`src/rtl/rptr_empty_fwft.sv`:
```
// rptr_empty_fwft: read-side FIFO pointer/flags with a first-word-fall-through output register
module rptr_empty_fwft #(
    parameter int ADDRSIZE = 4,
    parameter int DATASIZE = 16
) (
    input  logic                rclk,
    input  logic                rrst,
    input  logic [ADDRSIZE:0]   rq2_wptr,
    input  logic [DATASIZE-1:0] rmem_data,
    output logic [ADDRSIZE-1:0] raddr,
    output logic [ADDRSIZE:0]   rptr,
    output logic                rempty,
    output logic                arempty,
    output logic [ADDRSIZE:0]   rcount,
    output logic [DATASIZE-1:0] dout,
    output logic                dout_valid,
    input  logic                dout_ready
);
    logic [ADDRSIZE:0] rbin, rbinnext, rbinnextp1, rgraynext, rgraynextp1, wbin_s;
    logic              rinc;
    assign rinc        = ~rempty & (~dout_valid | dout_ready);
    assign rbinnext    = rbin + (ADDRSIZE+1)'(rinc);
    assign rbinnextp1  = rbinnext + (ADDRSIZE+1)'(1);
    assign rgraynext   = (rbinnext >> 1) ^ rbinnext;
    assign rgraynextp1 = (rbinnextp1 >> 1) ^ rbinnextp1;
    assign raddr       = rbin[ADDRSIZE-1:0];
    // Gray-to-binary of the synchronized write pointer: each bit is the XOR of itself and all bits above
    always_comb begin
        wbin_s = '0;
        for (int i = 0; i <= ADDRSIZE; i++) wbin_s[i] = ^(rq2_wptr >> i);
    end
    // Read pointer and flags, all derived from the post-pop pointer so they stay registered
    always_ff @(posedge rclk) begin
        if (rrst) begin
            rbin    <= '0;
            rptr    <= '0;
            rempty  <= 1'b1;
            arempty <= 1'b0;
            rcount  <= '0;
        end else begin
            rbin    <= rbinnext;
            rptr    <= rgraynext;
            rempty  <= rgraynext == rq2_wptr;
            arempty <= rgraynextp1 == rq2_wptr;
            rcount  <= wbin_s - rbinnext;
        end
    end
    // Output register: a pop refills it, an accept without refill empties it, otherwise it holds
    always_ff @(posedge rclk) begin
        if (rrst) begin
            dout       <= '0;
            dout_valid <= 1'b0;
        end else if (rinc) begin
            dout       <= rmem_data;
            dout_valid <= 1'b1;
        end else if (dout_valid & dout_ready) begin
            dout_valid <= 1'b0;
        end
    end
endmodule

```
`config.mk`:
```
export PLATFORM = sky130hd
export DESIGN_NAME = rptr_empty_fwft
export DESIGN_NICKNAME = d
export VERILOG_FILES = /design/src/rtl/rptr_empty_fwft.sv
export SDC_FILE = /design/constraint.sdc
export NUM_CORES = 1
export LEC_CHECK = 0
export ABC_AREA = 1
export BUFFER_PORTS_ARGS = -buffer_cell sky130_fd_sc_hd__buf_4
export CORE_MARGIN = 2
export CORE_UTILIZATION = 40
export CTS_CLUSTER_DIAMETER = 100
export DETAILED_ROUTE_END_ITERATION = 7
export PLACE_DENSITY = 0.72
export SYNTH_ARGS = -nofsm -noshare
export SYNTH_HDL_FRONTEND = slang
export SYNTH_SLANG_ARGS = --single-unit
```
`constraint.sdc`:
```
create_clock -name rclk -period 3.21 [get_ports rclk]
set_clock_uncertainty 0.15 [all_clocks]
set_input_delay 0.4815 -clock rclk [delete_from_list [all_inputs] [get_ports rclk]]
set_output_delay 0.4815 -clock rclk [all_outputs]
set_load 0.005 [all_outputs]
```
# Word level (Yosys, flattened, before mapping)
# Index checks and enable logic that the tools add are counted.
dict set report totals {
  ff_bits 34
  inputBits 24
  output_inout_bits 33
  wordCells 27
}
dict set report op_classes {
  addsub 3
  eq_ne 2
  n_mux 2
  bitwise 7
  n_reduce_logical 6
}
# operator count
set ops {}
lappend ops {{$reduce_xor A5 Y1} 5}
lappend ops {{$eq A5 B5 Y1} 2}
lappend ops {{$xor A4 B5 Y5} 2}
lappend ops {{$add A5 B1 Y5} 1}
lappend ops {{$add A5 B1 Y5 const B} 1}
lappend ops {{$sub A5 B5 Y5} 1}
lappend ops {{$and A1 B1 Y1} 2}
lappend ops {{$mux W1} 2}
lappend ops {{$not A1 Y1} 2}
lappend ops {{$reduce_bool A2 Y1} 1}
lappend ops {{$or A1 B1 Y1} 1}

# Longest topological paths before layout
# Gate-level depths: netlist of the first run.
dict set report depth {
  depth_word 7
  mapped_depth 21
  ltp_nobuf 20
}

# Worst setup path after synthesis of the first run
# OpenSTA, ideal clock, no wires.
dict set report synth_path {
  path_kind {input-to-reg}
  from {in dout_ready}
  to {reg arempty}
  setup_ns 0.064
  t_arrival_ns 2.478
  t_required_ns 2.996
  slack_ns 0.518
  path_stages 14
  path_buffers 1
  path_cell_list {inv_1 a21oi_2 buf_2 ha_1 ha_1 ha_1 or2_2 nand3_1 nand2_1 nor2_1 nand2_1 nor2_1 nand2_1 nor2_1}
}
dict set report synth_via {
  elab_chain_len 6
}
# item line
set synth_lines {}
lappend synth_lines {{from (decl)} 17} ;# input logic dout_ready
lappend synth_lines {{$or A1 B1 Y1} 21} ;# assign rinc = ~rempty & (~dout_valid | dout_ready);
lappend synth_lines {{$and A1 B1 Y1} 21}
lappend synth_lines {{via rinc} 20} ;# logic rinc;
lappend synth_lines {{$add A5 B1 Y5} 22} ;# assign rbinnext = rbin + (ADDRSIZE+1)'(rinc);
lappend synth_lines {{via rbinnext[1]} 19} ;# logic [ADDRSIZE:0] rbin, rbinnext, rbinnextp1, rgraynext, rgraynextp1, wbin_s;
lappend synth_lines {{$add A5 B1 Y5} 23} ;# assign rbinnextp1 = rbinnext + (ADDRSIZE+1)'(1);
lappend synth_lines {{via rbinnextp1[1]} 19}
lappend synth_lines {{$xor A4 B5 Y5} 25} ;# assign rgraynextp1 = (rbinnextp1 >> 1) ^ rbinnextp1;
lappend synth_lines {{$eq A5 B5 Y1} 44} ;# arempty <= rgraynextp1 == rq2_wptr;
lappend synth_lines {{to (signal assigned)} 44}
lappend synth_lines {{to (decl)} 13} ;# output logic arempty,
# The timed path passes the listed nets, and every way through them passes these cells.
# A chain may end at the register's enable or synchronous reset.

# Worst setup path in the final report of the first run
dict set report layout_path {
  from {reg dout_valid}
  to {reg arempty}
}
dict set report layout_via {
  elab_chain_len 7
}
# item line
set layout_lines {}
lappend layout_lines {{from (decl)} 16} ;# output logic dout_valid,
lappend layout_lines {{from (signal assigned)} 52} ;# dout_valid <= 1'b0;
lappend layout_lines {{from (signal assigned)} 55} ;# dout_valid <= 1'b1;
lappend layout_lines {{from (signal assigned)} 57} ;# dout_valid <= 1'b0;
lappend layout_lines {{$not A1 Y1} 21}
lappend layout_lines {{$or A1 B1 Y1} 21}
lappend layout_lines {{$and A1 B1 Y1} 21}
lappend layout_lines {{$add A5 B1 Y5} 22}
lappend layout_lines {{via rbinnext[1]} 19}
lappend layout_lines {{$add A5 B1 Y5} 23}
lappend layout_lines {{via rbinnextp1[1]} 19}
lappend layout_lines {{$xor A4 B5 Y5} 25}
lappend layout_lines {{$eq A5 B5 Y1} 44}
# The timed path passes the listed nets, and every way through them passes these cells.

==> out/metrics.csv, run 1 <==
metric,value,unit
path_cells,a21oi_2 -> ha_1 -> ha_1 -> ha_1 -> or2_2 -> nand3_1 -> nand2_1 -> nor2_1 -> nand2_1 -> nor2_1 -> nand2_1 -> nor2_1,
finalHoldWorstSlack,0.252,ns
syn_to_final_growth,34.0,%
postSynthNetCount,265,
maxSlewViolCount,0,
placed_cells,332,
netlist_instances,231,
grtUsageMet3,7.83,%
core_area,0.00397,mm²
drtAntennaViolNets,0,
instances_no_fill,340,
drc,0,
cp-start-kind,flip-flop,
clockBufferDepth,2,
cts_tree,done,
initial_core_util,41.0,%
finalSetupViolCount,0,
worst_setup_path_end_kind,flip-flop,
slowest_stage,ha_1,
syn_area,0.00163,mm²
portBuffers,56,
gp_congestion,0.833,
grt_use_met2,30.8,%
ys_types,20,
min_path_type,in2reg,
max_freq,396,MHz
worst_slew_pin_slew,0.523,ns
fp-row-count,23,
root_buffer,clkbuf_8,
drive_gt1_share,24.1,%
grt_use_met1,22.0,%
fin_setup_tns,0,ns
htreeDepth,2,
io_pins,57,
cts_made_buffers,5,
relSlewSlack,65.1,%
ys_seq_elements,33,
fin_ws,0.684,ns
crit_family,adder cells,
hold_viol,0,
routed_via_density,4.64,
antenna_found_initial,0,
gr-total-overflow,0,
synth_area_leaders,"dfxtp_1, nand2_1, nor2_1",
ys.flop_type,dfxtp_1,
synth_top_area_cell,dfxtp_1,
die_area,0.00460,mm²
gr-usage-all-layers,19.0,%
chipHeight,67.8,µm
max-vdd-ir-drop,249,µV
rsz0062_at_grt,no,
n_antenna_cell,0,
crit_arrival,2.61,ns
drt_wl_total,3870,µm
avgRoutedWirePerCell,11.4,µm
status,finished clean,
path_buf_inv,0,
synth.avg_cell_area,7.05,µm²
busiest_layer,met2,
synth-edff-count,0,
grt_pass1_wl,6430,µm
dp_hpwl,2910,µm
cp.required,3.30,ns
cts_resized,0,
drtIter0Drc,80,
period_share,78.7,%
first_pass_iters,4,
path_class,reg2reg,
crit_fanout,5,
clk_pin_slew_worst_paths,0.08,ns
ys_async_sr_fraction,0,%
synth_top_area_share,40.6,%
fin_crit,2.53,ns
clk_latency,0.29,ns
final_core_util,54.9,%
cpPeakStageDelay,0.38,ns
synth-seq-area-share,40.6,%
yosysWarnings,0,
numClockSinks,33,
die_w,67.8,µm
final_nets,323,
maxCapViolations,0,
leakagePower,1.14,nW
pre_cts_ws,0.410,ns
grt_pass1_vias,1471,
cts_hold_buf,0,
yosys-top-cells-count,"nand2_1, nor2_1, dfxtp_1",
vias,1577,
powerDensity,502,mW/mm²
postCtsSetupRepairBufs,0,
grt_max_degree,22,
-- worst register-to-register path: cells and delay by family (launching register included) --
family,cells,cell delay [ns]
adder cells (fa/ha/maj),3,0.95
AND/OR/NAND/NOR,8,0.86
flip-flops,1,0.34
AO/OA/AOI/OAI,1,0.17
-- cells in the final DEF (no fill, tap or decap) --
| cell | count |
|---|---|
| a21oi_1 | 6 |
| a21oi_2 | 1 |
| buf_4 | 57 |
| clkbuf_8 | 5 |
| clkinvlp_4 | 3 |
| dfxtp_1 | 33 |
| fa_1 | 1 |
| ha_1 | 9 |
| inv_1 | 26 |
| nand2_1 | 50 |
| nand2_2 | 2 |
| nand3_1 | 15 |
| nand4_1 | 4 |
| nor2_1 | 50 |
| o211ai_1 | 1 |
| o21ai_0 | 18 |
| or2_2 | 1 |
| xnor2_1 | 3 |
| xor2_1 | 4 |
| xor2_2 | 1 |
-- final timing paths --
kind         slack, ns          to          start  depth (start not counted)
max               0.68     arempty     dout_valid                         12
min               0.25    dout[11]  rmem_data[11]                          3
max reg2reg       0.68     arempty     dout_valid                         12
min reg2reg       0.35  dout_valid     dout_valid                          2
-- sequential cells by signal, indices dropped and copies added (netlist names) --
name and flops:
dout 16, rcount 5, rptr 5, rbin 4
arempty 1, dout_valid 1, rempty 1
-- per-stage QoR --
stage | area, µm² | power [mW]
finish | 2180 | 1.10
floorplan | 1630 | 0.652
CTS | 2180 | 1.11
detailed placement | 2090 | 0.785
global route | 2180 | 1.18
global placement | 2090 | 0.779
-- cells by family (layout without fill, tap and decap cells) --
| family | after synthesis | in the layout | share of synthesized area (%) |
|---|---|---|---|
| AOI/OAI and AO/OA | 26 | 26 | 8.38 |
| xor gates and xnor gates | 8 | 8 | 4.77 |
| adders and majority gates | 10 | 10 | 8.15 |
| buffers and inverters | 32 | 91 | 7.76 |
| DFF | 33 | 33 | 40.6 |
| and+or+nand+nor | 122 | 122 | 30.4 |
-- cell type report --
cell class              instances  area [µm²]
fillers                       411        1790
multi-input cells             166         841
flip-flops and latches         33         661
repair buffers                 57         428
inverters                      26        97.6
clock buffers                   5        68.8
well taps                      50        62.6
clock inverters                 3        22.5
-- power breakdown --
part / internal [mW] / total [mW] / switching (mW)
combinational: 0.146 / 0.299 / 0.153
clock: 0.152 / 0.323 / 0.171
sequential: 0.454 / 0.474 / 0.0206
-- routing by layer --
metal / vias to the layer above / wire length (µm)
li1: 841 / -
met1: 686 / 1690
met2: 44 / 1840
met3: 6 / 281
met4: 0 / 57
met5: - / 0
(Power assumes the default switching activity.)
==> run 2, diff against run 1 <==
PLACE_DENSITY = 0.75   (was 0.72)
clock period = 2.1 ns   (was 3.21 ns; I/O delays follow)
==> run 2 against run 1 <==
  * The flow now finishes with violations (negative setup slack)
  * Final cell count increased by 9.4%
  * Clock-buffer cell count up 2
  * Register-to-register slack got worse by 0.73 ns
  * Non-clock buffer count grew 32
==> out/metrics.csv, run 2 (synthesis gave the netlist of run 1 again) <==
metric,value,unit
status,"complete, but fails checks",
violations,negative setup slack,
cp_common_cell,ha_4,
drc,0,
grt_pass1_vias,1656,
reg2reg_from,dout_valid,
n_antenna_cell,0,
finalSetupViolCount,2,
finalPower,1.97,mW
busiest_layer,met2,
hold_viol,0,
drt_wl_total,4360,µm
crit_fanout,4,
initial_core_util,41.0,%
cts_hold_buf,0,
worstSetupPathDepth,12,
drive_gt1_share,40.4,%
cp-start-kind,flip-flop,
numClockSinks,33,
grt_pass1_wl,7120,µm
root_buffer,clkbuf_8,
hold_depth,3,
avgRoutedWirePerCell,11.7,µm
regMostFlops,dout,
placed_cells,352,
min_from,rmem_data[2],
clk_pin_slew_worst_paths,0.07,ns
grt_max_degree,21,
die_w,67.8,µm
dp_hpwl,3120,µm
slowest_stage,dfxtp_2,
fin_crit,2.14,ns
core_area,0.00397,mm²
drtIter0Drc,64,
antenna_found_initial,0,
final_common_cell,buf_4,
place_area,0.00238,mm²
relSlewSlack,67.9,%
rr_endpoint,rcount[3],
crit_family,adder cells,
reg2reg_setup_slack,-0.04,ns
gr-usage-all-layers,20.8,%
die_area,0.00460,mm²
register_area,663,µm²
cp.required,2.13,ns
fin_area,0.00265,mm²
grt_use_met1,24.3,%
startpoint,dout_valid,
maxCapViolations,0,
gp_congestion,0.886,
cts_tree,done,
reg_top3,"dout: 16 flops, rcount: 5 flops, rptr: 5 flops",
worst_slew_pin_slew,0.481,ns
fillers,330,
fin_ws,-0.0442,ns
cpPeakStageDelay,0.34,ns
leakagePower,1.34,nW
clockBufferDepth,2,
path_class,reg2reg,
vias,1729,
min_path_type,in2reg,
period_share,102,%
path_cells,a21oi_4 -> ha_4 -> ha_4 -> inv_2 -> nand2_4 -> nand2_4 -> buf_12 -> ha_4 -> nand2_2 -> o211ai_1 -> buf_4 -> a21oi_2,
io_pins,57,
grtUsageMet3,7.00,%
instances_no_fill,372,
multi_input_area,0.00101,mm²
maxSlewViolCount,0,
crit_end,rcount[3],
chipHeight,67.8,µm
htreeDepth,2,
portBuffers,56,
rsz0062_at_grt,yes,
largest_reg_flops,16,
worst_setup_path_end_kind,flip-flop,
max_freq,466,MHz
powerDensity,744,mW/mm²
fp-row-count,23,
r2r_cells,12,
cts_made_buffers,5,
fin_setup_tns,-0.0625,ns
syn_to_final_growth,62.8,%
most-common-layout-cells,"buf_4, nor2_1, nand2_1, dfxtp_1, inv_1",
path_buf_inv,3,
gr-total-overflow,0,
grt_use_met2,34.6,%
first_pass_iters,4,
clk_latency,0.28,ns
routed_via_density,4.65,
final_nets,355,
finalHoldWorstSlack,0.102,ns
crit_arrival,2.17,ns
max-vdd-ir-drop,522,µV
drtAntennaViolNets,0,
## run 2: cell types whose count changed in the layout (fill, tap and decap cells not counted), moves of 3 or more
cell,previous run,this run
nand2_2,2,6
buf_4,57,88
clkinvlp_4,3,0
ha_4,0,6
ha_1,9,3
inv_2,0,3
inv_1,26,21
nand2_4,0,4
nand2_1,50,42
## run 2: per-layer routing
layer,wire length (µm),up-vias
met4,70,0
met5,0,-
met2,2180,50
met1,1840,771
li1,-,900
met3,263,8
## run 2: area by class of cell
| cell class | count | area share, % |
|---|---|---|
| Multi-Input combinational cell | 166 | 38.3 |
| Timing Repair Buffer | 89 | 25.7 |
| Sequential cell | 33 | 25.0 |
| Clock inverter | 1 | 1.13 |
| Inverter | 26 | 4.25 |
| Tap cell | 50 | 2.36 |
| Clock buffer | 7 | 3.26 |
## run 2: how the worst min path moves through the flow
| stage | endpoint | slack (ns) |
|---|---|---|
| finish | dout[2] | 0.10 |
| global route | dout[0] | 0.1 |
| CTS | dout[2] | 0.1 |
| detailed placement | dout[13] | 0.35 |
| global placement | dout[9] | 0.34 |
| floorplan | dout_valid | 0.23 |
## run 2: repair_timing
action                     4_1_cts  5_1_grt
pin swaps                       18       15
setup buffers                    9        3
gates cloned                     0        0
resized for setup               10        9
hold endpoints to repair         0        0
setup endpoints to repair        4        4
## run 2: per-stage QoR
step	setup slack [ns]	util, %
after detailed placement	-0.339	59.9
final	-0.0442	66.7
after floorplan	-0.0788	-
after global routing	-0.153	66.7
after global placement	-0.254	59.9
after CTS	-0.114	65.5
## run 2: worst reg2reg max path, cell delays in order, from the launching register on
cell	delay, ns
dfxtp_2	0.34
a21oi_4	0.17
ha_4	0.18
ha_4	0.14
inv_2	0.04
nand2_4	0.06
nand2_4	0.07
buf_12	0.13
ha_4	0.28
nand2_2	0.05
o211ai_1	0.23
buf_4	0.16
a21oi_2	0.04
## run 2: power by group
part           total [mW]  switching (mW)  internal [mW]
sequential          0.725          0.0303          0.695
clock               0.616           0.229          0.387
combinational       0.630           0.296          0.334
total                1.97           0.555           1.42
==> run 3, diff against run 2 <==
SKIP_LAST_GASP = 1   (was default)
==> run 3 against run 2 <==
  * The run still ends with negative setup slack left
  * Critical path type unchanged
  * Sequential share of layout area is the same
  * Die area unchanged
  * First-iteration DRC count grew 1.6%
  * Fmax increased by 0.21%
  * Non-clock buffer count did not move
  * Via count is 0.52% higher
  * Design area unchanged
  * Global-route usage unchanged
==> out/metrics.csv, run 3 (synthesis gave the netlist of run 1 again) <==
metric,value,unit
cts_hold_buf,0,
cp-start-kind,flip-flop,
drtAntennaViolNets,0,
largest_reg_flops,16,
maxCapViolations,0,
min_path_type,in2reg,
initial_core_util,41.0,%
crit_fanout,4,
gr-total-overflow,0,
period_share,102,%
antenna_found_initial,0,
max-vdd-ir-drop,522,µV
maxSlewViolCount,0,
die_area,0.00460,mm²
drc,0,
gr-usage-all-layers,20.8,%
hold_viol,0,
path_class,reg2reg,
violations,negative setup slack,
drtIter0Drc,65,
fillers,330,
grt_pass1_vias,1656,
first_pass_iters,4,
rsz0062_at_grt,yes,
clockBufferDepth,2,
cts_tree,done,
regMostFlops,dout,
drt_wl_total,4370,µm
powerDensity,745,mW/mm²
drive_gt1_share,40.4,%
most-common-layout-cells,"buf_4, nor2_1, nand2_1, dfxtp_1, inv_1",
grt_max_degree,21,
cp.required,2.13,ns
fp-row-count,23,
fin_crit,2.14,ns
syn_to_final_growth,62.8,%
n_antenna_cell,0,
finalSetupViolCount,2,
worst_slew_pin_slew,0.481,ns
status,"complete, but fails checks",
multi_input_area,0.00101,mm²
avgRoutedWirePerCell,11.7,µm
final_nets,355,
chipHeight,67.8,µm
max_freq,467,MHz
routed_via_density,4.67,
portBuffers,56,
core_area,0.00397,mm²
crit_arrival,2.17,ns
numClockSinks,33,
gp_congestion,0.886,
clk_latency,0.28,ns
clk_pin_slew_worst_paths,0.07,ns
dp_hpwl,3120,µm
relSlewSlack,67.9,%
worst_setup_path_end_kind,flip-flop,
io_pins,57,
finalPower,1.97,mW
reg_top3,"dout: 16 flops, rcount: 5 flops, rptr: 5 flops",
register_area,663,µm²
leakagePower,1.34,nW
vias,1738,
fin_setup_tns,-0.0573,ns
cts_made_buffers,5,
grt_pass1_wl,7110,µm
die_w,67.8,µm
fin_ws,-0.0397,ns
root_buffer,clkbuf_8,
htreeDepth,2,
final_common_cell,buf_4,
run 3: timing repair:
item / CTS / global route
setup buffers: 9 / 3
gates cloned: 0 / 0
setup endpoints to repair: 4 / 4
resized for setup: 9 / 10
pin swaps: 17 / 14
run 3: worst max-delay path, stage by stage, from the launching register on:
cell	delay, ns
dfxtp_2	0.34
a21oi_4	0.17
ha_4	0.18
ha_4	0.14
inv_2	0.04
nand2_4	0.06
nand2_4	0.07
buf_12	0.13
ha_4	0.27
nand2_2	0.05
o211ai_1	0.23
buf_4	0.16
a21oi_2	0.04
run 3: area by class of cell:
type                    count  area share, %
multi-input cells         166           38.3
inverters                  26           4.25
clock inverters             1           1.13
well taps                  50           2.36
clock buffers               7           3.26
repair buffers             89           25.7
flip-flops and latches     33           25.0
run 3: per-layer routing:
metal	GRT usage (%)	routed length, µm	share of wire (%)
met2	34.6	2180	50
met5	0	0	0
met1	24.3	1850	42
met4	8.75	70	1.6
met3	7.00	263	6.0
run 3: through the flow:
| stage | hold WS (ns) | utilization, % | instance area [µm²] | setup WS [ns] | instances |
|---|---|---|---|---|---|
| after floorplan | 0.227 | - | 1760 | -0.0788 | 231 |
| after global placement | 0.342 | 59.9 | 2380 | -0.254 | 352 |
| after detailed placement | 0.349 | 59.9 | 2380 | -0.339 | 352 |
| after CTS | 0.0951 | 65.4 | 2600 | -0.114 | 369 |
| after global routing | 0.0960 | 66.7 | 2650 | -0.153 | 372 |
| final | 0.102 | 66.7 | 2650 | -0.0397 | 372 |
run 3: path summary, 6_finish.rpt:
kind | from | to | slack, ns | cells after the start
setup / recovery | dout_valid | rcount[3] | -0.04 | 12
hold / removal | rmem_data[2] | dout[2] | 0.10 | 3
hold reg to reg | dout[13] | dout[13] | 0.36 | 2
setup reg to reg | dout_valid | rcount[3] | -0.04 | 12
run 3: report_power, final:
part	total [mW]	switching (mW)	internal, mW
clock	0.620	0.233	0.387
sequential	0.725	0.0303	0.695
combinational	0.629	0.295	0.334
